File: config.mk
export PLATFORM = sky130hd
export DESIGN_NAME = alu_ctrl_shift_seq_flat
export DESIGN_NICKNAME = d
export VERILOG_FILES = /design/src/rtl/alu_ctrl_shift_seq_if.sv /design/src/rtl/alu_ctrl_shift_seq.sv /design/src/flat_wrapper.sv
export SDC_FILE = /design/constraint.sdc
export NUM_CORES = 1
export LEC_CHECK = 0
export BUFFER_PORTS_ARGS = -buffer_cell sky130_fd_sc_hd__buf_2
export CAP_MARGIN = 5
export CELL_PAD_IN_SITES_DETAIL_PLACEMENT = 2
export CELL_PAD_IN_SITES_GLOBAL_PLACEMENT = 2
export CORE_ASPECT_RATIO = 0.8
export CORE_MARGIN = 5
export CORE_UTILIZATION = 32
export DETAILED_ROUTE_END_ITERATION = 16
export GPL_TIMING_DRIVEN = 0
export PLACE_DENSITY_LB_ADDON = 0.2
export SLEW_MARGIN = 20
export SYNTH_ARGS = -nofsm -noshare
export SYNTH_HDL_FRONTEND = slang
export SYNTH_SLANG_ARGS = --single-unit
File: constraint.sdc
create_clock -name clk_i -period 3.62 [get_ports clk_i]
set_input_delay 0.181 -clock clk_i [delete_from_list [all_inputs] [get_ports clk_i]]
set_output_delay 0.181 -clock clk_i [all_outputs]
set_load 0.05 [all_outputs]
File: src/rtl/alu_ctrl_shift_seq_if.sv
// -----------------------------------------------------------------------------
// alu_ctrl_shift_seq_if
// Handshake and data bundle between the ID-side decoder, the ALU control /
// arithmetic-shift unit and the EX stage.
//   slave  : the alu_ctrl_shift_seq unit
//   master : the ID/EX environment driving and consuming the unit
// Signals:
//   valid_i/ready_o          ID -> unit handshake
//   funct_i, ALUOp_i         decode inputs
//   shamt_i                  constant shift amount (sra)
//   rs_data_i, rt_data_i     operands (rs low bits = srav amount, rt = shifted)
//   flush_i                  synchronous flush of the in-flight op
//   valid_o/ready_i          unit -> EX handshake
//   ALUCtrl_o, shift_result_o, is_shift_o, illegal_o   results to EX
// -----------------------------------------------------------------------------
interface alu_ctrl_shift_seq_if #(
    parameter int DATA_W  = 32,
    parameter int ALUOP_W = 3
);
    localparam int SHAMT_W = $clog2(DATA_W);

    logic                valid_i;
    logic                ready_o;
    logic [5:0]          funct_i;
    logic [ALUOP_W-1:0]  ALUOp_i;
    logic [SHAMT_W-1:0]  shamt_i;
    logic [DATA_W-1:0]   rs_data_i;
    logic [DATA_W-1:0]   rt_data_i;
    logic                flush_i;
    logic                valid_o;
    logic                ready_i;
    logic [3:0]          ALUCtrl_o;
    logic [DATA_W-1:0]   shift_result_o;
    logic                is_shift_o;
    logic                illegal_o;

    modport slave (
        input  valid_i, funct_i, ALUOp_i, shamt_i, rs_data_i, rt_data_i,
               flush_i, ready_i,
        output ready_o, valid_o, ALUCtrl_o, shift_result_o, is_shift_o,
               illegal_o
    );

    modport master (
        output valid_i, funct_i, ALUOp_i, shamt_i, rs_data_i, rt_data_i,
               flush_i, ready_i,
        input  ready_o, valid_o, ALUCtrl_o, shift_result_o, is_shift_o,
               illegal_o
    );
endinterface

File: src/rtl/alu_ctrl_shift_seq.sv
// -----------------------------------------------------------------------------
// alu_ctrl_shift_seq
// Registered ALU control decoder with a valid/ready output stage and flush.
// Right-arithmetic shifts (sra/srav) are executed here by an iterative
// shifter moving SHIFT_STEP bits per cycle; EX bypasses the ALU for them.
// Ports:
//   clk_i  : clock, rising edge
//   rst_i  : asynchronous reset, active high
//   bus    : alu_ctrl_shift_seq_if.slave (handshakes, decode inputs, results)
// -----------------------------------------------------------------------------
module alu_ctrl_shift_seq #(
    parameter int DATA_W     = 32,
    parameter int ALUOP_W    = 3,
    parameter int SHIFT_STEP = 1
) (
    input  logic                 clk_i,
    input  logic                 rst_i,
    alu_ctrl_shift_seq_if.slave  bus
);
    localparam int SHAMT_W = $clog2(DATA_W);
    // One extra bit so an amount of DATA_W-1 never wraps while counting down.
    localparam int CNT_W   = SHAMT_W + 1;

    localparam logic [3:0] C_AND  = 4'd0;
    localparam logic [3:0] C_OR   = 4'd1;
    localparam logic [3:0] C_ADDU = 4'd4;
    localparam logic [3:0] C_SUBU = 4'd5;
    localparam logic [3:0] C_SLT  = 4'd6;
    localparam logic [3:0] C_SRA  = 4'd8;
    localparam logic [3:0] C_SLTU = 4'd9;
    localparam logic [3:0] C_LUI  = 4'd10;
    localparam logic [3:0] C_NOP  = 4'd15;

    localparam logic [ALUOP_W-1:0] OP_RTYPE = ALUOP_W'(0);
    localparam logic [ALUOP_W-1:0] OP_ADDI  = ALUOP_W'(1);
    localparam logic [ALUOP_W-1:0] OP_SLTIU = ALUOP_W'(2);
    localparam logic [ALUOP_W-1:0] OP_BEQ   = ALUOP_W'(3);
    localparam logic [ALUOP_W-1:0] OP_LUI   = ALUOP_W'(4);
    localparam logic [ALUOP_W-1:0] OP_ORI   = ALUOP_W'(5);
    localparam logic [ALUOP_W-1:0] OP_BNE   = ALUOP_W'(6);

    typedef enum logic [1:0] {
        S_IDLE  = 2'd0,
        S_SHIFT = 2'd1,
        S_HOLD  = 2'd2
    } state_t;

    state_t              r_state;
    state_t              w_state_next;
    logic [3:0]          r_ctrl;
    logic                r_illegal;
    logic                r_is_shift;
    logic [DATA_W-1:0]   r_result;
    logic [DATA_W-1:0]   r_acc;
    logic [CNT_W-1:0]    r_rem;

    logic [3:0]          w_code;
    logic                w_illegal;
    logic                w_is_shift;
    logic [SHAMT_W-1:0]  w_amount;
    logic                w_ready;
    logic                w_accept;
    logic                w_start_shift;
    logic [CNT_W-1:0]    w_step;
    logic [CNT_W-1:0]    w_rem_next;
    logic [DATA_W-1:0]   w_acc_next;
    logic                w_shift_done;

    // Decode ALUOp/funct into the control code, shift flag and shift amount.
    always_comb begin
        w_code     = C_NOP;
        w_illegal  = 1'b1;
        w_is_shift = 1'b0;
        w_amount   = {SHAMT_W{1'b0}};
        case (bus.ALUOp_i)
            OP_RTYPE: begin
                case (bus.funct_i)
                    6'b100001: begin w_code = C_ADDU; w_illegal = 1'b0; end
                    6'b100011: begin w_code = C_SUBU; w_illegal = 1'b0; end
                    6'b100100: begin w_code = C_AND;  w_illegal = 1'b0; end
                    6'b100101: begin w_code = C_OR;   w_illegal = 1'b0; end
                    6'b101010: begin w_code = C_SLT;  w_illegal = 1'b0; end
                    6'b000011: begin
                        w_code     = C_SRA;
                        w_illegal  = 1'b0;
                        w_is_shift = 1'b1;
                        w_amount   = bus.shamt_i;
                    end
                    6'b000111: begin
                        w_code     = C_SRA;
                        w_illegal  = 1'b0;
                        w_is_shift = 1'b1;
                        w_amount   = bus.rs_data_i[SHAMT_W-1:0];
                    end
                    default:   begin w_code = C_NOP;  w_illegal = 1'b1; end
                endcase
            end
            OP_ADDI:  begin w_code = C_ADDU; w_illegal = 1'b0; end
            OP_SLTIU: begin w_code = C_SLTU; w_illegal = 1'b0; end
            OP_BEQ:   begin w_code = C_SUBU; w_illegal = 1'b0; end
            OP_BNE:   begin w_code = C_SUBU; w_illegal = 1'b0; end
            OP_LUI:   begin w_code = C_LUI;  w_illegal = 1'b0; end
            OP_ORI:   begin w_code = C_OR;   w_illegal = 1'b0; end
            default:  begin w_code = C_NOP;  w_illegal = 1'b1; end
        endcase
    end

    // Handshake and one shifter step; the last step may be shorter than SHIFT_STEP.
    always_comb begin
        w_ready       = !bus.flush_i &&
                        ((r_state == S_IDLE) || ((r_state == S_HOLD) && bus.ready_i));
        w_accept      = bus.valid_i && w_ready;
        w_start_shift = w_is_shift && (w_amount != {SHAMT_W{1'b0}});
        if (r_rem > CNT_W'(SHIFT_STEP)) begin
            w_step = CNT_W'(SHIFT_STEP);
        end else begin
            w_step = r_rem;
        end
        w_rem_next    = r_rem - w_step;
        w_acc_next    = DATA_W'($signed(r_acc) >>> w_step);
        w_shift_done  = (w_rem_next == {CNT_W{1'b0}});
    end

    // Next-state logic; flush overrides everything and drops the in-flight op.
    always_comb begin
        w_state_next = r_state;
        if (bus.flush_i) begin
            w_state_next = S_IDLE;
        end else begin
            case (r_state)
                S_IDLE, S_HOLD: begin
                    if (w_accept) begin
                        w_state_next = w_start_shift ? S_SHIFT : S_HOLD;
                    end else if ((r_state == S_HOLD) && bus.ready_i) begin
                        w_state_next = S_IDLE;
                    end else begin
                        w_state_next = r_state;
                    end
                end
                S_SHIFT: begin
                    if (w_shift_done) begin
                        w_state_next = S_HOLD;
                    end else begin
                        w_state_next = S_SHIFT;
                    end
                end
                default: w_state_next = S_IDLE;
            endcase
        end
    end

    // State register.
    always_ff @(posedge clk_i or posedge rst_i) begin
        if (rst_i) begin
            r_state <= S_IDLE;
        end else begin
            r_state <= w_state_next;
        end
    end

    // Result registers: updated only when an op completes, so a flushed or
    // reset shift never exposes a partial value.
    always_ff @(posedge clk_i or posedge rst_i) begin
        if (rst_i) begin
            r_ctrl     <= 4'd0;
            r_illegal  <= 1'b0;
            r_is_shift <= 1'b0;
            r_result   <= {DATA_W{1'b0}};
            r_acc      <= {DATA_W{1'b0}};
            r_rem      <= {CNT_W{1'b0}};
        end else if (!bus.flush_i) begin
            if (w_accept) begin
                if (w_start_shift) begin
                    r_acc <= bus.rt_data_i;
                    r_rem <= {1'b0, w_amount};
                end else begin
                    r_ctrl     <= w_code;
                    r_illegal  <= w_illegal;
                    r_is_shift <= w_is_shift;
                    if (w_is_shift) begin
                        r_result <= bus.rt_data_i;
                    end
                end
            end else if (r_state == S_SHIFT) begin
                r_acc <= w_acc_next;
                r_rem <= w_rem_next;
                if (w_shift_done) begin
                    r_ctrl     <= C_SRA;
                    r_illegal  <= 1'b0;
                    r_is_shift <= 1'b1;
                    r_result   <= w_acc_next;
                end
            end
        end
    end

    assign bus.ready_o        = w_ready;
    assign bus.valid_o        = (r_state == S_HOLD);
    assign bus.ALUCtrl_o      = r_ctrl;
    assign bus.illegal_o      = r_illegal;
    assign bus.is_shift_o     = r_is_shift;
    assign bus.shift_result_o = r_result;
endmodule
File: src/flat_wrapper.sv
// flat-port wrapper written by rule: the top's interface ports become plain ports
module alu_ctrl_shift_seq_flat 
#(
    parameter int DATA_W     = 32,
    parameter int ALUOP_W    = 3,
    parameter int SHIFT_STEP = 1
)
  (clk_i, rst_i, bus_valid_i, bus_funct_i, bus_ALUOp_i, bus_shamt_i, bus_rs_data_i, bus_rt_data_i, bus_flush_i, bus_ready_i, bus_ready_o, bus_valid_o, bus_ALUCtrl_o, bus_shift_result_o, bus_is_shift_o, bus_illegal_o);
  alu_ctrl_shift_seq_if #(.DATA_W(DATA_W), .ALUOP_W(ALUOP_W)) bus_i ();
  input  logic clk_i;
  input  logic rst_i;
  input wire logic [$bits(bus_i.valid_i)-1:0] bus_valid_i;
  input wire logic [$bits(bus_i.funct_i)-1:0] bus_funct_i;
  input wire logic [$bits(bus_i.ALUOp_i)-1:0] bus_ALUOp_i;
  input wire logic [$bits(bus_i.shamt_i)-1:0] bus_shamt_i;
  input wire logic [$bits(bus_i.rs_data_i)-1:0] bus_rs_data_i;
  input wire logic [$bits(bus_i.rt_data_i)-1:0] bus_rt_data_i;
  input wire logic [$bits(bus_i.flush_i)-1:0] bus_flush_i;
  input wire logic [$bits(bus_i.ready_i)-1:0] bus_ready_i;
  output wire logic [$bits(bus_i.ready_o)-1:0] bus_ready_o;
  output wire logic [$bits(bus_i.valid_o)-1:0] bus_valid_o;
  output wire logic [$bits(bus_i.ALUCtrl_o)-1:0] bus_ALUCtrl_o;
  output wire logic [$bits(bus_i.shift_result_o)-1:0] bus_shift_result_o;
  output wire logic [$bits(bus_i.is_shift_o)-1:0] bus_is_shift_o;
  output wire logic [$bits(bus_i.illegal_o)-1:0] bus_illegal_o;
  assign bus_i.valid_i = bus_valid_i;
  assign bus_i.funct_i = bus_funct_i;
  assign bus_i.ALUOp_i = bus_ALUOp_i;
  assign bus_i.shamt_i = bus_shamt_i;
  assign bus_i.rs_data_i = bus_rs_data_i;
  assign bus_i.rt_data_i = bus_rt_data_i;
  assign bus_i.flush_i = bus_flush_i;
  assign bus_i.ready_i = bus_ready_i;
  assign bus_ready_o = bus_i.ready_o;
  assign bus_valid_o = bus_i.valid_o;
  assign bus_ALUCtrl_o = bus_i.ALUCtrl_o;
  assign bus_shift_result_o = bus_i.shift_result_o;
  assign bus_is_shift_o = bus_i.is_shift_o;
  assign bus_illegal_o = bus_i.illegal_o;
  alu_ctrl_shift_seq #(.DATA_W(DATA_W), .ALUOP_W(ALUOP_W), .SHIFT_STEP(SHIFT_STEP)) u_core (.clk_i(clk_i), .rst_i(rst_i), .bus(bus_i));
endmodule
==> impl_results.md, run 1 <==
- Cell-internal power: around 2.2 mW
- Adder-cell area share of the yosys netlist: 0.00292
- Reg2reg end: u_core.bus.shift_result_o[19]
- Post-route design area: roughly 5300 sq um
- Post-synthesis mux area share: 0.216
- Compound-Gate Fraction of Synth Area: 0.149
- Sequential group share of total power: 0.375
- H-tree levels: 3
- Placed cell areas: roughly 5000 sq um
- Clk Latency, worst-skew pair: roughly 0.33 ns
- Max-cap violation count: 0
- Largest family of logic cells by synthesized area: multiplexers
- Tcrit/Tclk final: 0.950
- Fillers: between 1000 and 1500
- Clock period minus worst slack: between 3 and 4 ns
- Post-synth ARST share: 1.00
- Final Hold Viols: 0
- Core box area: between 10000 and 15000 sq um
- Endpoints failing setup: 0
- Syn Inst Count: approximately 410
- Die H: roughly 110 um
- Root Driver: clkbuf_16
- Pin count of the biggest net entering global routing: 44
- Total GRT Usage: 0.175
- Detail Route Antenna Nets: 0
- R2R depth: 10
- Area of the mapped netlist: ~4300 sq um
- Max Freq: about 290 MHz
- Via count: 3651
- Worst reg2reg startpoint: u_core.r_rem[2]
- Final max-slew violation count: 0
- Yosys warning count: 0
- CP required: between 3 and 4 ns
- Yosys top cell by area: dfrtp_1
- Iter 0 DRT Violations: a little over 90
- Ranking of synthesized cells by area: dfrtp_1 46%, mux2_4 10%, mux2_2 8.7%
- CP endpoint kind: flip-flop
- Area grow syn2layout: 24.7%
- Routed vias/inst: around 5.2
- Hpwl dp: 10200 um
- IR drop worst, VDD: between 200 and 300 uV
- Postcts setup bufs: 0
- Core Rows: 37
- # port buffers: 94
- Switch share: 0.343
- Initial antenna violation count: 1
- DR pass1 iterations: 4
- Routability Congestion: slightly below 0.8
- Slew HR: 0.559
- RSZ-0062 raised after global routing: no
- EDFF count, synth: 0
- Clock Path Buffers: 2
- Die area: around 16000 sq um
- Synth Area in XOR/XNOR: 0.00205
- Cell Pwr Density: 639 nW/um^2
- CTS tree: built
- Post-Route WL: around 14000 um
- NetSw: 1.17 mW
- Most frequent cell after synthesis: dfrtp_1
- Simple logic cell fraction of the synthesized area: 0.137
- Final hold slack: roughly 0.084 ns
- Critical path class: flip-flop to flip-flop
- Slowest stage delay, CP: 0.60 ns
- CP max FO: 10
- Slowest cell on crit path: or4b_2
- Total gr overflow: 0
- Share of layout cells above drive strength 1: 0.365
- Final Core Density: 0.412
- Synth cell types: 52
- Num CTS Buffers: 9
- Clock power share: 0.285
- Startpoint Class: flip-flop
- Global-route wire length before repair: about 22000 um
- HP Class: input pin to flip-flop
- Top-area cell type share of the netlist area: 0.456
- Slew @ Worst Pin: approximately 0.66 ns
- Initial Utilization: 0.330
- Main flop type after synthesis: dfrtp_1
- Mapped Avg Cell Area: between 10 and 15 sq um
- CP Cell Sequence: clkbuf_1 > nor3_4 > a21o_1 > ha_1 > or4b_2 > a21oi_1 > o211ai_1 > nand2_1 > buf_4 > mux2_2
- Skew final: between 0.006 and 0.007 ns
- Seq/Total Area, Yosys: 0.456
- Crit path DAT: 3.65 ns
- Vias in the first global route: 4261
- Clk sinks: between 70 and 80
- Number of cells on the worst hold path: 2
- # IOs: around 120
- Worst hold start: bus_flush_i
- Clock transition at path regs: 0.06 ns
- Register bit total from synthesis: 78
- Syn nets: 496
- NumNets Final: 603
- Outcome: complete, no violations
- Wirelength per Cell: just under 20 um
- Hold Path End: u_core.r_state[0]
- Die X: roughly 140 um
- Drc violations: 0
- N_diodes: 0
- Reg2reg setup slack: ~0.18 ns
- Static Leakage: 2.67 nW
- Commonest cells post-synth: 78 x dfrtp_1, 59 x a21oi_1, 42 x nand2_1, 42 x nor2_1, 33 x mux2_2
- Combinational power share: 0.340
-- cell families after synthesis --
logic type,after synthesis
adder cells (fa/ha/maj),1
AND/OR/NAND/NOR,124
buffers and inverters,31
flip-flops,78
multiplexers,73
AO/OA/AOI/OAI,104
XOR/XNOR,1
-- what timing repair did --
item | 4_1_cts | 5_1_grt
setup endpoints to repair | 10 | 30
endpoints found under the hold margin | 35 | 0
gates resized for setup | 1 | 1
hold buffers | 1 | 0
-- state kept, by name, indices dropped and copies added (netlist names) --
signal / flops
u_core.bus.is_shift_o: 1
u_core.r_acc: 32
u_core.bus.illegal_o: 1
u_core.bus.shift_result_o: 32
u_core.r_state: 2
u_core.bus.ALUCtrl_o: 4
u_core.r_rem: 6
-- final cells by class --
cell class / instances / area, sq um / share of cell area
multi-input combinational: 303 / 2180 / 0.408
sequential: 78 / 1950 / 0.366
timing repair buffer: 96 / 508 / 0.0952
clock buffer: 12 / 246 / 0.0462
tap: 175 / 219 / 0.0410
buffer: 26 / 140 / 0.0263
clock inverter: 4 / 70.1 / 0.0131
inverter: 5 / 21.3 / 0.00399
-- power by group through the flow --
stage | clock, mW | combinational, mW | sequential, mW
floorplan | 0 | 0.815 | 1.27
global route | 1.04 | 1.28 | 1.31
CTS | 1.00 | 1.17 | 1.27
finish | 0.972 | 1.16 | 1.28
global placement | 0 | 1.09 | 1.26
detailed placement | 0 | 1.16 | 1.28
-- per-stage QoR --
| stage | total power, mW | setup TNS, ns | std cells | setup WS [ns] |
|---|---|---|---|---|
| 2_1_floorplan | 2.08 | 0 | 412 | 0.708 |
| 5_1_grt | 3.62 | 0 | 699 | 0.0312 |
| 4_1_cts | 3.44 | 0 | 699 | 0.145 |
| 3_3_place_gp | 2.34 | 0 | 681 | 0.0636 |
| 6_report | 3.41 | 0 | 699 | 0.180 |
| 3_5_place_dp | 2.44 | -0.227 | 682 | -0.0207 |
-- how the worst max path moves through the flow --
stage / slack [ns] / start / endpoint
finish: 0.18 / u_core.r_rem[2] / u_core.bus.shift_result_o[19]
global route: 0.03 / u_core.r_rem[2] / u_core.bus.shift_result_o[8]
CTS: 0.14 / u_core.r_rem[2] / u_core.bus.shift_result_o[19]
detailed placement: -0.02 / u_core.r_rem[2] / u_core.bus.shift_result_o[14]
global placement: 0.06 / u_core.r_rem[2] / u_core.bus.shift_result_o[14]
floorplan: 0.71 / u_core.r_rem[2] / u_core.bus.shift_result_o[0]
-- routing by layer --
layer	track usage	share of wire
met2	0.303	0.48
met5	0	0.00052
met4	0.0424	0.013
met1	0.222	0.47
met3	0.0419	0.035
-- cell usage in the layout, fill, tap and decap left out, types with 3 or more instances in the layout --
cell type  instances
mux2i_1            7
o31ai_1            3
inv_1              4
nand2_1           42
nor2_1            42
buf_2             95
mux2_1             4
mux2_4            29
o21ai_0            9
dfrtp_1           78
nand3_1            5
clkbuf_1          20
nor2b_1            3
nor3b_1            3
nand2b_1           3
a21oi_1           59
or2_2              3
or4_1              3
buf_4              3
nand3b_1           3
buf_6              4
o2bb2ai_1          3
clkbuf_16          9
mux2_2            33
a31oi_1            8
nor4_1             4
-- critical path: cells and delay by family, from the launching register on --
family / cells / cell delay (ns)
and+or+nand+nor: 3 / 1.25
AOI/OAI and AO/OA: 3 / 0.62
buffers and inverters: 2 / 0.50
DFF: 1 / 0.36
muxes: 1 / 0.36
adders and majority gates: 1 / 0.23
Power figures use the tool's default switching activity.
==> inputs of run 2 (changes only) <==
RECOVER_POWER = 50   (was default)
==> run 2 against run 1 <==
Net effect: the run now ends with capacitance limit, slew limit left; setup slack lost 0.0040 ns; routed wire length is 0.35% higher; clock power is essentially flat; first-iteration DRC count increased by 27%; sequential share of layout area up 0.34 points.
==> impl_results.md, run 2 (synthesis results as in run 1) <==
- Outcome: finished with violations
- Failing checks: capacitance limit, slew limit
- Initial Utilization: 0.330 (unchanged)
- Commonest non-fill, non-tap cell in the layout: dfrtp_1
- Hpwl dp: 10200 um (unchanged)
- Slew @ Worst Pin: 1.66 ns (+0.996 ns)
- Multi-input logic area: 2180 sq um (unchanged)
- Cell Pwr Density: 644 nW/um^2 (+0.69%)
- Reg2reg setup slack: 0.18 ns (about the same)
- H-tree levels: 3 (unchanged)
- Num CTS Buffers: 9 (unchanged)
- Via count: 3645 (-0.16%)
- Static Leakage: 2.57 nW (-3.7%)
- Die X: 139 um (unchanged)
- IR drop worst, VDD: 264 uV (-0.51%)
- Area grow syn2layout: 23.6%
- Startpoint Class: flip-flop
- # IOs: 123 (unchanged)
- Root Driver: clkbuf_16
- CP endpoint kind: flip-flop
- Total power: 3.40 mW (-0.23%)
- Clock transition at path regs: 0.06 ns (about the same)
- CP max FO: 10 (unchanged)
- Core Rows: 37 (unchanged)
- Endpoints failing setup: 0 (unchanged)
- Max Freq: 290 MHz (-0.12%)
- HP Class: input pin to flip-flop
- CTS tree: built
- RSZ-0062 raised after global routing: no
- Total gr overflow: 0 (unchanged)
- Initial antenna violation count: 1 (unchanged)
- Final hold slack: 0.0866 ns (+0.00283 ns)
- Fillers: 1420 (+0.42%)
- N_diodes: 0 (unchanged)
- NumNets Final: 603 (unchanged)
- Critical path class: flip-flop to flip-flop
- Detail Route Antenna Nets: 0 (unchanged)
- Slew HR: -0.110 (-0.669)
- Setup WS pre-CTS: -0.0207 ns (unchanged)
- Final Hold Viols: 0 (unchanged)
- Final WS setup: 0.176 ns (-0.00401 ns)
- Core box area: 13000 sq um (unchanged)
- Post-Route WL: 13600 um (+0.35%)
- Clock Path Buffers: 2 (unchanged)
- Routability Congestion: 0.777 (unchanged)
- Clock period minus worst slack: 3.44 ns (+0.00401 ns)
- Share of layout cells above drive strength 1: 0.326 (-0.0382)
- Pin count of the biggest net entering global routing: 44 (unchanged)
- Tcrit/Tclk final: 0.951 (+0.00111)
- Wirelength per Cell: 19.4 um (+0.35%)
- Fin Setup TNS: 0 ns (unchanged)
- Final max-slew violation count: 37 (+37)
- Vias in the first global route: 4261 (unchanged)
- Drc violations: 0 (unchanged)
- CP required: 3.84 ns (about the same)
- Crit path DAT: 3.66 ns (about the same)
- Total GRT Usage: 0.175 (unchanged)
- Skew final: 0.00791 ns (+0.00113 ns)
- Postcts setup bufs: 0 (unchanged)
- Clk sinks: 78 (unchanged)
- Final Core Density: 0.408 (-0.00376)
- # port buffers: 94 (unchanged)
- Max-cap violation count: 1 (+1)
- Iter 0 DRT Violations: 116 (+27%)
- Global-route wire length before repair: 22400 um (unchanged)
- Routed vias/inst: 5.21 (-0.16%)
- Die H: 113 um (unchanged)
- Die area: 15800 sq um (unchanged)
- Register area: 1950 sq um (unchanged)
- DR pass1 iterations: 4 (unchanged)
- Highest-count cells in the layout ignoring fill and taps: 78 x dfrtp_1, 75 x buf_2, 59 x a21oi_1
- Clk Latency, worst-skew pair: 0.33 ns (about the same)
[run 2: through the flow]
stage,instances,area [sq um]
6_report,699,5290
3_3_place_gp,681,4970
3_5_place_dp,682,5000
4_1_cts,699,5330
2_1_floorplan,412,4280
5_1_grt,699,5290
[run 2: worst paths after layout]
path / cells past startpoint / from / to
max: 10 / u_core.r_rem[2] / u_core.bus.shift_result_o[14]
min: 2 / bus_flush_i / u_core.r_state[0]
max reg2reg: 10 / u_core.r_rem[2] / u_core.bus.shift_result_o[14]
min reg2reg: 1 / u_core.bus.ALUCtrl_o[2] / u_core.bus.ALUCtrl_o[2]
max in group asynchronous: 4 / rst_i / u_core.r_rem[0]
min in group asynchronous: 3 / rst_i / u_core.bus.shift_result_o[20]
[run 2: layer usage]
metal | GRT usage | up-vias | wire length [um]
met2 | 0.303 | 75 | 6600
met1 | 0.222 | 1863 | 6360
li1 | - | 1691 | -
met4 | 0.0424 | 2 | 164
met5 | 0 | - | 7
met3 | 0.0419 | 14 | 456
[run 2: worst max-delay path, stage by stage (launching register included)]
cell and delay [ns]:
dfrtp_1 0.36, clkbuf_1 0.24, nor3_4 0.34, a21o_1 0.20
ha_1 0.23, or4b_2 0.60, a21oi_1 0.23, o211ai_1 0.19
nand2_1 0.31, buf_4 0.27, mux2_2 0.35
[run 2: layout make-up]
cell class,instances,share of cell area
clock buffers,12,0.0466
inverters,5,0.00379
clock inverters,4,0.0133
repair buffers,96,0.0871
plain buffers,26,0.0265
well taps,175,0.0414
flip-flops and latches,78,0.369
multi-input cells,303,0.412
[run 2: report_power, final]
group	internal, mW	total (mW)	switching [mW]
registers	1.08	1.28	0.194
logic	0.533	1.15	0.619
clock network	0.621	0.972	0.351
[run 2: timing repair]
| action | in CTS | in global routing |
|---|---|---|
| gates resized for setup | 1 | 1 |
| endpoints found under the hold margin | 35 | 0 |
| endpoints found under the setup margin | 10 | 30 |
| hold buffers | 1 | 0 |
==> inputs of run 3 (changes only) <==
CORE_UTILIZATION = 29   (was 32)
clock period = 3.15 ns   (was 3.62 ns; I/O delays follow)
==> run 3 against run 2 <==
Net effect: the run still ends with capacitance limit, slew limit left; critical path depth fell by 1; core utilization fell by 3.7 points; count of clock-buffer cells in the layout rose by 1; largest power group unchanged; die area rose by 9.5%; sequential power rose by 16%; first-iteration DRC count fell by 29%; power rose by 16%; combinational power rose by 13%; final area rose by 1.1%.
==> impl_results.md, run 3 (synthesis results as in run 1) <==
- Commonest non-fill, non-tap cell in the layout: dfrtp_1
- Highest-count cells in the layout ignoring fill and taps: 78 x dfrtp_1, 74 x buf_2, 59 x a21oi_1
- Total GRT Usage: 0.164 (-0.0106)
- Clock power share: 0.295 (+0.009)
- Routed vias/inst: 4.96 (-4.8%)
- Switch share: 0.336 (-0.00612)
- Routability Congestion: 0.786 (+1.3%)
- IR drop worst, VDD: 352 uV (+33%)
- Slew HR: -0.0954 (+0.0144)
- Clk Latency, worst-skew pair: 0.34 ns (about the same)
- Die X: 146 um (+4.7%)
- Failing checks: capacitance limit, slew limit
- Final Hold Viols: 0 (unchanged)
- Core Rows: 39 (+5.4%)
- CP bufs+invs: 1 (-1)
- H-tree levels: 3 (unchanged)
- Delay-heaviest family, CP: simple AND/OR/NAND/NOR gates
- Cell-internal power: 2.62 mW (+17%)
- Pin count of the biggest net entering global routing: 44 (unchanged)
- Slowest stage delay, CP: 0.60 ns (about the same)
- Outcome: finished with violations
- NumNets Final: 606 (+0.50%)
- Final hold slack: 0.0563 ns (-0.0303 ns)
- Clock transition at path regs: 0.06 ns (about the same)
- Slowest cell on crit path: or4b_2
- Met3 GRT Util: 0.0371 (-0.00480)
- CTS tree: built
- # IOs: 123 (unchanged)
- Grt peak-use layer: met2
- CP endpoint kind: flip-flop
- Tcrit/Tclk final: 0.940 (-0.0114)
- HP Class: input pin to flip-flop
- Slew @ Worst Pin: 1.63 ns (-0.0215 ns)
- Detail Route Antenna Nets: 0 (unchanged)
- Clock period minus worst slack: 2.96 ns (-0.483 ns)
- RSZ-0062 raised after global routing: no
- Drc violations: 0 (unchanged)
- Post-route design area: 5340 sq um (+1.1%)
- Share of layout cells above drive strength 1: 0.334 (+0.00763)
- Num CTS Buffers: 9 (unchanged)
- Clock Path Buffers: 2 (unchanged)
- Combinational power share: 0.329 (-0.010)
- Startpoint Class: flip-flop
- Total gr overflow: 0 (unchanged)
- Final max-slew violation count: 37 (unchanged)
- DR pass1 iterations: 4 (unchanged)
- NetSw: 1.33 mW (+14%)
- Met2 Usage GRT: 0.269 (-0.0340)
- Initial antenna violation count: 0 (-1)
- Final Core Density: 0.371 (-0.0366)
- CP max FO: 10 (unchanged)
- Cell Pwr Density: 739 nW/um^2 (+15%)
- Via count: 3528 (-3.2%)
- Wirelength per Cell: 19.3 um (-0.58%)
- Endpoints failing setup: 0 (unchanged)
- Core box area: 14400 sq um (+11%)
- Root Driver: clkbuf_16
- # port buffers: 94 (unchanged)
- Iter 0 DRT Violations: 82 (-29%)
- N_diodes: 0 (unchanged)
- CP required: 3.37 ns (-0.47 ns)
- CP Cell Sequence: nor3_4 > a21o_1 > ha_1 > or4b_2 > a21oi_1 > o211ai_1 > nand2_2 > buf_4 > mux2_2
- Crit path DAT: 3.18 ns (-0.48 ns)
- Max-cap violation count: 1 (unchanged)
- Initial Utilization: 0.297 (-0.0328)
- Max Freq: 338 MHz (+16%)
- Die area: 17300 sq um (+9.5%)
- Static Leakage: 2.59 nW (+1.0%)
- Met1 GRT Util: 0.219 (-0.00355)
- Clk sinks: 78 (unchanged)
- Skew final: 0.00454 ns (-0.00336 ns)
- Area grow syn2layout: 24.9%
- Critical path class: flip-flop to flip-flop
- Placed cell areas: 5010 sq um (+0.23%)
- Global-route wire length before repair: 22900 um (+2.2%)
- Sequential group share of total power: 0.376 (about the same)
- Vias in the first global route: 4143 (-2.8%)
- Hpwl dp: 10200 um (about the same)
- Die H: 119 um (+4.6%)
- Post-Route WL: 13700 um (+1.1%)
run 3: cell types whose count changed in the layout (fill, tap and decap cells not counted):
cell and delta:
clkinv_2 -1, nand2_1 -1, clkbuf_8 +2, buf_2 -1, clkbuf_1 -1, buf_4 +4, nand2_2 +1
run 3: worst paths after layout:
path | from | endpoint | slack (ns) | cells after the start
max | u_core.r_rem[4] | u_core.bus.shift_result_o[17] | 0.19 | 9
min reg2reg | u_core.bus.ALUCtrl_o[2] | u_core.bus.ALUCtrl_o[2] | 0.49 | 1
max in group asynchronous | rst_i | u_core.bus.shift_result_o[6] | 0.64 | 4
max reg2reg | u_core.r_rem[4] | u_core.bus.shift_result_o[17] | 0.19 | 9
min | bus_flush_i | u_core.r_state[0] | 0.06 | 2
min in group asynchronous | rst_i | u_core.bus.shift_result_o[20] | 0.77 | 3
run 3: metal layers:
metal	wire, um	share of wire
met1	6680	0.49
met2	6380	0.46
met3	517	0.038
met4	160	0.012
met5	0	0
run 3: stage by stage:
step	power [mW]	TNS [ns]	worst slack, ns	cells
2_1_floorplan	2.39	0	0.238	412
3_3_place_gp	2.70	-26.43	-0.433	690
3_5_place_dp	2.79	-14.66	-0.507	691
4_1_cts	4.03	0	0.0514	710
5_1_grt	4.22	0	0.0473	711
6_report	3.95	0	0.189	711
run 3: repair_timing:
action / in CTS / in global routing
hold buffers: 1 / 0
cloned: 0 / 0
hold endpoints to repair: 35 / 0
setup buffers: 2 / 2
gates resized for setup: 3 / 0
endpoints found under the setup margin: 34 / 32
pin swaps: 2 / 1
run 3: power groups by stage:
stage | Sequential, mW | Combinational (mW) | Clock, mW
2_1_floorplan | 1.45 | 0.937 | 0
3_3_place_gp | 1.45 | 1.26 | 0
3_5_place_dp | 1.47 | 1.32 | 0
4_1_cts | 1.47 | 1.35 | 1.21
5_1_grt | 1.52 | 1.45 | 1.25
6_report | 1.48 | 1.30 | 1.17
run 3: cell type report:
| type | instances | area, sq um |
|---|---|---|
| Clock buffer | 13 | 270 |
| Timing Repair Buffer | 100 | 489 |
| Inverter | 5 | 20.0 |
| Clock inverter | 3 | 65.1 |
| Tap cell | 184 | 230 |
| Buffer | 25 | 136 |
| Fill cell | 1582 | 9050 |
| Multi-Input combinational cell | 303 | 2180 |
| Sequential cell | 78 | 1950 |
